## src/rtl/ecall_uart_tx_pkg.sv

```systemverilog
// Shared definitions for the ecall UART transmitter: FSM encoding, default bit time, line levels.
// Parity frame option is selected per build with `ECALL_UART_PARITY_EN.
package ecall_uart_tx_pkg;

    typedef enum logic [2:0] {
        ST_IDLE   = 3'd0,
        ST_START  = 3'd1,
        ST_DATA   = 3'd2,
        ST_PARITY = 3'd3,
        ST_STOP   = 3'd4
    } uart_state_t;

    localparam int DEF_CLKS_PER_BIT = 434;

    localparam logic UART_IDLE_LVL  = 1'b1;
    localparam logic UART_START_LVL = 1'b0;
    localparam logic UART_STOP_LVL  = 1'b1;

endpackage

```

## src/rtl/ecall_uart_tx_byte.sv

```systemverilog
// One-byte UART serialiser: START, 8 data bits LSB first, optional even parity (`ECALL_UART_PARITY_EN), STOP.
// Latency: o_tx reflects the current state one cycle later; every bit lasts CLKS_PER_BIT cycles.
// Backpressure: accepts i_valid while idle or in the final stop-bit cycle (o_done), so bytes chain gap-free.
module ecall_uart_tx_byte
    import ecall_uart_tx_pkg::*;
#(
    parameter int CLKS_PER_BIT = DEF_CLKS_PER_BIT
) (
    input  logic       i_clk,
    input  logic       i_rst_n,
    input  logic       i_valid,
    input  logic [7:0] i_byte,
    output logic       o_idle,
    output logic       o_done,
    output logic       o_tx
);

    localparam logic [15:0] CNT_LAST = 16'(CLKS_PER_BIT - 1);

    uart_state_t state, state_nxt;
    logic [15:0] bit_cnt, bit_cnt_nxt;
    logic [2:0]  bit_idx, bit_idx_nxt;
    logic [7:0]  byte_reg, byte_reg_nxt;
    logic        tx_lvl;
    logic        bit_last;

    assign bit_last = (bit_cnt == CNT_LAST);
    assign o_idle   = (state == ST_IDLE);
    assign o_done   = (state == ST_STOP) && bit_last;

    always_comb begin
        state_nxt    = state;
        bit_idx_nxt  = bit_idx;
        byte_reg_nxt = byte_reg;
        bit_cnt_nxt  = (state == ST_IDLE || bit_last) ? 16'd0 : bit_cnt + 16'd1;
        tx_lvl       = UART_IDLE_LVL;
        case (state)
            ST_IDLE: begin
                if (i_valid) begin
                    state_nxt    = ST_START;
                    byte_reg_nxt = i_byte;
                end
            end
            ST_START: begin
                tx_lvl = UART_START_LVL;
                if (bit_last) begin
                    state_nxt   = ST_DATA;
                    bit_idx_nxt = 3'd0;
                end
            end
            ST_DATA: begin
                tx_lvl = byte_reg[bit_idx];
                if (bit_last) begin
                    bit_idx_nxt = bit_idx + 3'd1;
                    if (bit_idx == 3'd7) begin
`ifdef ECALL_UART_PARITY_EN
                        state_nxt = ST_PARITY;
`else
                        state_nxt = ST_STOP;
`endif
                    end
                end
            end
`ifdef ECALL_UART_PARITY_EN
            ST_PARITY: begin
                tx_lvl = ^byte_reg;
                if (bit_last) begin
                    state_nxt = ST_STOP;
                end
            end
`endif
            ST_STOP: begin
                tx_lvl = UART_STOP_LVL;
                // Taking the next byte here keeps frames of a word contiguous.
                if (bit_last) begin
                    if (i_valid) begin
                        state_nxt    = ST_START;
                        byte_reg_nxt = i_byte;
                    end else begin
                        state_nxt = ST_IDLE;
                    end
                end
            end
            default: state_nxt = ST_IDLE;
        endcase
    end

    always_ff @(posedge i_clk or negedge i_rst_n) begin
        if (!i_rst_n) begin
            state    <= ST_IDLE;
            bit_cnt  <= 16'd0;
            bit_idx  <= 3'd0;
            byte_reg <= 8'd0;
            o_tx     <= UART_IDLE_LVL;
        end else begin
            state    <= state_nxt;
            bit_cnt  <= bit_cnt_nxt;
            bit_idx  <= bit_idx_nxt;
            byte_reg <= byte_reg_nxt;
            o_tx     <= tx_lvl;
        end
    end

endmodule

```

## src/rtl/ecall_uart_tx.sv

```systemverilog
// Ecall word FIFO feeding a UART: each 32-bit word leaves as 4 frames, byte 0 first (`ECALL_UART_PARITY_EN adds parity).
// Latency: o_uart_tx falls 2 cycles after an accepted strobe into an idle block; words stream back-to-back.
// Backpressure: o_full when FIFO_DEPTH words held; a strobe while full is dropped and sets sticky o_overflow.
module ecall_uart_tx
    import ecall_uart_tx_pkg::*;
#(
    parameter int CLKS_PER_BIT = DEF_CLKS_PER_BIT,
    parameter int FIFO_DEPTH   = 4
) (
    input  logic        i_clk,
    input  logic        i_rst_n,
    input  logic        i_ecall_ready,
    input  logic [31:0] i_ecall_data,
    output logic        o_full,
    output logic        o_idle,
    output logic        o_overflow,
    output logic        o_uart_tx
);

    localparam int AW = $clog2(FIFO_DEPTH);
    localparam int CW = AW + 1;
    localparam logic [CW-1:0] DEPTH_C = CW'(FIFO_DEPTH);

    logic [31:0]   fifo_mem [FIFO_DEPTH];
    logic [AW-1:0] wr_ptr, rd_ptr;
    logic [CW-1:0] occ, occ_nxt;
    logic [31:0]   head;
    logic          fifo_empty, fifo_full;
    logic          push, pop;

    logic [31:0]   word_reg;
    logic [1:0]    byte_idx;
    logic          word_act;

    logic          ser_vld, ser_rdy, ser_acc;
    logic          ser_idle, ser_done, ser_idle_nxt;
    logic [7:0]    ser_byte;

    assign head       = fifo_mem[rd_ptr];
    assign fifo_empty = (occ == '0);
    assign fifo_full  = (occ == DEPTH_C);
    assign push       = i_ecall_ready && !fifo_full;

    // Byte 0 of a fresh word is handed over straight from the FIFO head so
    // the pop and the first frame start share one edge.
    assign ser_vld  = word_act || !fifo_empty;
    assign ser_byte = word_act ? word_reg[{byte_idx, 3'b000} +: 8] : head[7:0];
    assign ser_rdy  = ser_idle || ser_done;
    assign ser_acc  = ser_vld && ser_rdy;
    assign pop      = ser_acc && !word_act;

    assign ser_idle_nxt = ser_rdy && !ser_vld;
    assign occ_nxt      = occ + CW'(push) - CW'(pop);

    always_ff @(posedge i_clk) begin
        if (push) begin
            fifo_mem[wr_ptr] <= i_ecall_data;
        end
    end

    always_ff @(posedge i_clk or negedge i_rst_n) begin
        if (!i_rst_n) begin
            wr_ptr     <= '0;
            rd_ptr     <= '0;
            occ        <= '0;
            word_reg   <= 32'd0;
            byte_idx   <= 2'd0;
            word_act   <= 1'b0;
            o_full     <= 1'b0;
            o_idle     <= 1'b1;
            o_overflow <= 1'b0;
        end else begin
            occ    <= occ_nxt;
            o_full <= (occ_nxt == DEPTH_C);
            o_idle <= (occ_nxt == '0) && ser_idle_nxt;
            if (push) begin
                wr_ptr <= wr_ptr + 1'b1;
            end
            if (i_ecall_ready && fifo_full) begin
                o_overflow <= 1'b1;
            end
            if (pop) begin
                rd_ptr   <= rd_ptr + 1'b1;
                word_reg <= head;
                byte_idx <= 2'd1;
                word_act <= 1'b1;
            end else if (ser_acc) begin
                byte_idx <= byte_idx + 2'd1;
                if (byte_idx == 2'd3) begin
                    word_act <= 1'b0;
                end
            end
        end
    end

    ecall_uart_tx_byte #(
        .CLKS_PER_BIT (CLKS_PER_BIT)
    ) u_byte (
        .i_clk   (i_clk),
        .i_rst_n (i_rst_n),
        .i_valid (ser_vld),
        .i_byte  (ser_byte),
        .o_idle  (ser_idle),
        .o_done  (ser_done),
        .o_tx    (o_uart_tx)
    );

endmodule

```

## config.mk

```make
export PLATFORM = sky130hd
export DESIGN_NAME = ecall_uart_tx
export DESIGN_NICKNAME = d
export VERILOG_FILES = /design/src/rtl/ecall_uart_tx_pkg.sv /design/src/rtl/ecall_uart_tx_byte.sv /design/src/rtl/ecall_uart_tx.sv
export SDC_FILE = /design/constraint.sdc
export NUM_CORES = 1
export LEC_CHECK = 0
export BUFFER_PORTS_ARGS = -buffer_cell sky130_fd_sc_hd__buf_2
export CAP_MARGIN = 20
export CORE_MARGIN = 2
export CORE_UTILIZATION = 48
export CTS_CLUSTER_SIZE = 25
export DETAILED_ROUTE_END_ITERATION = 8
export PLACE_DENSITY = 0.72
export SYNTH_ARGS = -nofsm -noshare
export SYNTH_HDL_FRONTEND = slang
export SYNTH_SLANG_ARGS = --single-unit
```

## constraint.sdc

```tcl
create_clock -name i_clk -period 3.8 [get_ports i_clk]
set_input_delay 0.76 -clock i_clk [delete_from_list [all_inputs] [get_ports i_clk]]
set_output_delay 0.76 -clock i_clk [all_outputs]
set_load 0.02 [all_outputs]
```

==> results of run 1 <==
layout by cell type (no fill, tap or decap), types with 5 or more instances in the layout:
cell       netlist  routed
buf_4            0       9
nor2_1          23      23
xnor2_1         17      17
and3_1           5       5
buf_2            7      37
mux2_1          21      21
nand2_1         12      12
dfrtp_1         74      73
nand3_1          7       7
clkbuf_16        0      22
clkbuf_1         8       7
mux4_2          42      42
mux2_2          29      29
edfxtp_1       128     128
inv_1           10      10
ha_1            10      10
power by group:
group | leakage [uW] | switching [uW] | internal, uW
Clock | 0.000331 | 808 | 1150
Combinational | 0.00105 | 336 | 189
Sequential | 0.00209 | 78.3 | 2710
Total | 0.00346 | 1220 | 4050
layout make-up:
class                   count  area [um^2]
multi-input cells         220         2390
clock buffers              29          577
inverters                  10         37.5
flip-flops and latches    204         5750
well taps                 225          282
fillers                  1344         7720
clock inverters            11          104
repair buffers             46          253
layer usage:
metal  global-route usage, %  share of wire, %
met1                    22.4                44
met2                    27.6                51
met4                    4.57               2.2
met5                       0                 0
met3                    3.03               3.5
worst max path at each step:
stage	startpoint	end	slack (ns)	depth (start not counted)
floorplan	u_byte.bit_cnt[1]	o_idle	0.82	13
global placement	u_byte.bit_cnt[1]	o_idle	0.89	12
detailed placement	u_byte.bit_cnt[1]	o_idle	0.77	12
CTS	u_byte.bit_cnt[1]	o_idle	0.77	12
global route	u_byte.bit_cnt[1]	o_idle	0.56	12
finish	u_byte.bit_cnt[1]	o_idle	0.80	12
logic make-up (layout without fill, tap and decap cells):
family | count (synthesis) | in the layout | share of synthesized area, %
DFF | 204 | 204 | 69.3
muxes | 93 | 93 | 18.3
and+or+nand+nor | 77 | 77 | 5.04
buffers and inverters | 29 | 96 | 1.78
xor gates and xnor gates | 20 | 20 | 2.11
AOI/OAI and AO/OA | 19 | 19 | 1.66
adders and majority gates | 11 | 11 | 1.75
critical path, delay by kind of cell (launching register included):
family	cells	cell delay (ns)
DFF	1	0.41
and+or+nand+nor	4	1.04
AOI/OAI and AO/OA	1	0.27
buffers and inverters	1	0.08
xor gates and xnor gates	3	0.42
adders and majority gates	3	0.71
through the flow:
stage / total power, uW / setup slack [ns]
3_5_place_dp: 3370 / 0.767
5_1_grt: 5480 / 0.559
6_report: 5270 / 0.801
2_1_floorplan: 3130 / 0.823
3_3_place_gp: 3330 / 0.892
4_1_cts: 5340 / 0.770
==> flow_metrics.env, run 1 <==
export IMPL_outcome="complete, no violations"
export IMPL_fin_area_um2=9400
export IMPL_core_area_um2=17100
export IMPL_cts_hold_buf=0
export IMPL_die_w_um=135
export IMPL_yosysUniqueCellTypes=45
export IMPL_path_class="reg -> reg"
export IMPL_cts_made_buffers=22
export IMPL_drtIter0Drc=208
export IMPL_areaGrowthSynthToFinish_pct=13.3
export IMPL_die_h_um=135
export IMPL_slew_limit_headroom_pct=36.3
export IMPL_io_pins=39
export IMPL_yosys_top_cells_area="edfxtp_1 (46%), dfrtp_1 (22%), mux4_2 (11%)"
export IMPL_cts_repair_resized=0
export IMPL_fin_tns_setup_ns=0
export IMPL_powerDensity_nw_per_um2=561
export IMPL_synth_area_um2=8290
export IMPL_crit_arrival_ns=3.43
export IMPL_clk_pin_slew_ns=0.06
export IMPL_dp_hpwl_mm=8.80
export IMPL_path_max_fanout=8
export IMPL_ys_ff_latch=204
export IMPL_cp_cell_sequence="inv_1, ha_1, nor3b_1, nand4_2, a21oi_4, xnor2_1, ha_1, fa_1, xnor2_1, xnor2_1, or4_1, nor2_1"
export IMPL_max_cap_violations=0
export IMPL_maxSlewViolCount=0
export IMPL_grt_max_degree=77
export IMPL_timing_hold_ws_ns=0.404
export IMPL_antenna_found_initial=0
export IMPL_post_dp_cell_area_um2=8720
export IMPL_cp_start_kind="register"
export IMPL_synth_most_common_cell="edfxtp_1"
export IMPL_largest_reg_flops=128
export IMPL_worstSetupEndpointType="register"
export IMPL_r2r_start="u_byte.bit_cnt[1]"
export IMPL_p_leak_uw=0.00346
export IMPL_hold_class="in -> async"
export IMPL_reg2reg_to="o_idle"
export IMPL_synthFlopType="edfxtp_1"
export IMPL_grtUsageTotal_pct=16.4
export IMPL_r2r_setup_slack_ns=0.80
export IMPL_synth_top_area_share_pct=46.4
export IMPL_yosysSeqAreaShare_pct=69.3
export IMPL_cts_buffer_depth=3
export IMPL_finalCriticalPeriod_ns=3.00
export IMPL_postCtsSetupRepairBufs=0
export IMPL_grt_pass1_vias=4344
export IMPL_wl_per_cell_um=18.9
export IMPL_synth_commonest_cells="edfxtp_1 (128), dfrtp_1 (74), mux4_2 (42)"
export IMPL_finalSetupViolCount=0
export IMPL_stdcell_count=745
export IMPL_crit_top_cell="xnor2_1"
export IMPL_fmax_ghz=0.333
export IMPL_rsz0062_at_grt="false"
export IMPL_min_period_over_period_pct=78.9
export IMPL_synthCells=453
export IMPL_yosys_warnings=0
export IMPL_drc=0
export IMPL_skew_ns=0.0125
export IMPL_vias_per_cell=5.51
export IMPL_post_place_cells=705
export IMPL_crit_required_ns=4.23
export IMPL_cts_tree="done"
export IMPL_clock_sinks=204
export IMPL_final_nets=550
export IMPL_grt_ovfl_total=0
export IMPL_initial_utilization_pct=48.4
export IMPL_cts_root_buf="clkbuf_16"
export IMPL_antenna_cells=0
export IMPL_die_area_um2=18300
export IMPL_critPathMaxStageDelay_ns=0.41
export IMPL_worstMarginPinSlew_ns=0.956
export IMPL_portBuffers=38
export IMPL_final_layout_size_suffix_gt1_share_pct=29.6
export IMPL_syn_nets=499
export IMPL_crit_path_top_delay_cell="dfrtp_1"
export IMPL_syn_area_per_cell_um2=18.3
export IMPL_place_gp_congestion=0.766
export IMPL_ir_drop_mv=0.450
export IMPL_fin_util_pct=54.9
export IMPL_vias=4107
export IMPL_finalHoldViolCount=0
export IMPL_synth_enable_flop_cells=128
export IMPL_post_synth_top_area_cell="edfxtp_1"
export IMPL_grt_first_pass_wirelength_mm=23.3
export IMPL_first_pass_iters=4
export IMPL_cts_htree_levels=1
export IMPL_wirelength_mm=14.1
export IMPL_placementRows=48
export IMPL_ant_nets=0
export IMPL_async_flop_share_pct=37.3
export IMPL_reg2reg_depth=12
export IMPL_clk_latency_ns=0.50
(Power assumes the default switching activity.)
==> run 2, diff against run 1 <==
--- a/config.mk
+++ b/config.mk
@@ -5,6 +5,7 @@
 export SDC_FILE = /design/constraint.sdc
 export NUM_CORES = 1
 export LEC_CHECK = 0
+export ABC_AREA = 1
 export BUFFER_PORTS_ARGS = -buffer_cell sky130_fd_sc_hd__buf_2
 export CAP_MARGIN = 20
 export CORE_MARGIN = 2
==> constraint.sdc (replaced) <==
create_clock -name i_clk -period 3.1 [get_ports i_clk]
set_input_delay 0.62 -clock i_clk [delete_from_list [all_inputs] [get_ports i_clk]]
set_output_delay 0.62 -clock i_clk [all_outputs]
set_load 0.02 [all_outputs]
==> flow_metrics.env, run 2 <==
export IMPL_cts_made_buffers=22
export IMPL_post_synth_top_area_cell="edfxtp_1"
export IMPL_synthCells=892
export IMPL_finalCriticalPeriod_ns=2.55
export IMPL_largest_reg_flops=128
export IMPL_synth_enable_flop_cells=128
export IMPL_antenna_cells=0
export IMPL_skew_ns=0.0241
export IMPL_placementRows=49
export IMPL_die_w_um=140
export IMPL_grt_max_degree=77
export IMPL_cts_htree_levels=1
export IMPL_path_class="reg -> reg"
export IMPL_powerDensity_nw_per_um2=656
export IMPL_synth_commonest_cells="nand2_1 (246), nor2_1 (144), edfxtp_1 (128)"
export IMPL_path_max_fanout=7
export IMPL_drtIter0Drc=502
export IMPL_postCtsSetupRepairBufs=0
export IMPL_die_h_um=140
export IMPL_areaGrowthSynthToFinish_pct=11.9
export IMPL_synth_most_common_cell="nand2_1"
export IMPL_vias_per_cell=5.24
export IMPL_outcome="complete, no violations"
export IMPL_wl_per_cell_um=15.2
export IMPL_cts_buffer_depth=3
export IMPL_async_flop_share_pct=37.3
export IMPL_final_layout_size_suffix_gt1_share_pct=11.6
export IMPL_sw_frac_of_total_pct=24.5
export IMPL_grt_pass1_vias=5802
export IMPL_cts_hold_buf=0
export IMPL_internal_power_uw=4960
export IMPL_worstMarginPinSlew_ns=0.975
export IMPL_dp_hpwl_mm=10.7
export IMPL_vias=6116
export IMPL_mostFrequentLayoutCells="nand2_1 (246), nor2_1 (140), edfxtp_1 (128)"
export IMPL_finalHoldViolCount=0
export IMPL_ys_ff_latch=204
export IMPL_crit_required_ns=3.53
export IMPL_grt_first_pass_wirelength_mm=29.2
export IMPL_fin_util_pct=55.1
export IMPL_cts_repair_resized=0
export IMPL_hold_class="in -> async"
export IMPL_timing_hold_ws_ns=0.263
export IMPL_power_total_uw=6560
export IMPL_yosys_top_cells_area="edfxtp_1 (43%), dfrtp_1 (21%), nand2_1 (10%)"
export IMPL_wirelength_mm=17.7
export IMPL_seqPwrFrac_pct=51.8
export IMPL_place_gp_congestion=0.844
export IMPL_portBuffers=38
export IMPL_io_pins=39
export IMPL_finalSetupViolCount=0
export IMPL_cp_start_kind="register"
export IMPL_final_nets=968
export IMPL_max_cap_violations=0
export IMPL_cts_tree="done"
export IMPL_die_area_um2=19700
export IMPL_ant_nets=0
export IMPL_final_common_cell="nand2_1"
export IMPL_grt_ovfl_total=0
export IMPL_fmax_ghz=0.392
export IMPL_synth_top_area_share_pct=43.0
export IMPL_synthFlopType="edfxtp_1"
export IMPL_p_comb_share_pct=10.1
export IMPL_fin_tns_setup_ns=0
export IMPL_core_area_um2=18100
export IMPL_first_pass_iters=5
export IMPL_p_clk_share_pct=38.2
export IMPL_yosys_warnings=0
export IMPL_power_switching_uw=1610
export IMPL_maxSlewViolCount=0
export IMPL_ir_drop_mv=0.475
export IMPL_crit_arrival_ns=2.98
export IMPL_rsz0062_at_grt="false"
export IMPL_grtUsageTotal_pct=18.3
export IMPL_synth_area_um2=8940
export IMPL_p_leak_uw=0.00415
export IMPL_drc=0
export IMPL_clock_sinks=204
export IMPL_clk_latency_ns=0.51
export IMPL_antenna_found_initial=0
export IMPL_cts_root_buf="clkbuf_16"
export IMPL_syn_area_per_cell_um2=10.0
export IMPL_initial_utilization_pct=49.3
export IMPL_yosysUniqueCellTypes=36
export IMPL_clk_pin_slew_ns=0.06
export IMPL_min_period_over_period_pct=82.2
export IMPL_syn_nets=938
export IMPL_worstSetupEndpointType="register"
export IMPL_slew_limit_headroom_pct=35.0
export IMPL_yosysSeqAreaShare_pct=64.3
run 2: cell count changes after synthesis, moves of 29 or more:
cell,previous run,this run
mux2_2,29,0
nand3_1,7,64
nand4_1,4,39
nand2_1,12,246
o21ai_0,2,40
mux4_2,42,0
nor2_1,23,144
run 2: cell families after synthesis:
kind of cell	synth area share, %
AOI/OAI and AO/OA	3.92
DFF	64.3
buffers and inverters	4.25
and+or+nand+nor	25.0
adders and majority gates	1.62
xor gates and xnor gates	0.882
run 2: worst paths after layout:
check | from | end | cells past startpoint | slack [ns]
worst min register to register | o_overflow | o_overflow | 1 | 0.46
max in group asynchronous | i_rst_n | rd_ptr[0] | 1 | 2.15
worst max register to register | occ[1] | o_idle | 10 | 0.55
worst min-delay path | i_rst_n | occ[2] | 1 | 0.26
worst max-delay path | occ[1] | o_idle | 10 | 0.55
min in group i_clk | i_ecall_data[5] | fifo_mem[1][5] | 1 | 0.31
run 2: power groups by stage:
stage                     combinational (uW)  clock [uW]  sequential [uW]
after floorplan                          363           0             3460
after global placement                   656           0             3440
after detailed placement                 673           0             3450
after CTS                                674        2560             3400
after global routing                     742        2660             3430
final                                    661        2500             3400
run 2: worst max-delay path: stages, from the launching register on:
cell	delay (ns)
dfrtp_1	0.41
inv_2	0.09
nand2_1	0.07
o21ai_1	0.53
nand4_1	0.25
nand2_1	0.13
ha_1	0.17
fa_1	0.44
nor3_1	0.20
nand2_1	0.08
nor2_1	0.10
run 2: metrics by stage:
stage,instances,worst slack (ns),area [um^2]
floorplan,892,0.521,8940
global placement,1127,0.639,9300
detailed placement,1127,0.529,9300
CTS,1167,0.513,10000
global route,1167,0.328,10000
finish,1167,0.552,10000
run 2: final cells by class:
class | count | area (um^2)
inverter | 36 | 135
multi-input combinational | 606 | 2820
fill | 1543 | 8140
tap | 229 | 287
clock buffer | 27 | 601
timing repair buffer | 52 | 310
sequential | 204 | 5750
clock inverter | 13 | 103
run 2: per-layer routing:
layer  track usage [%]  part of all wire (%)
met1              25.0                    45
met2              30.2                    48
met3              2.94                   3.9
met4              6.53                   3.2
met5                 0                     0
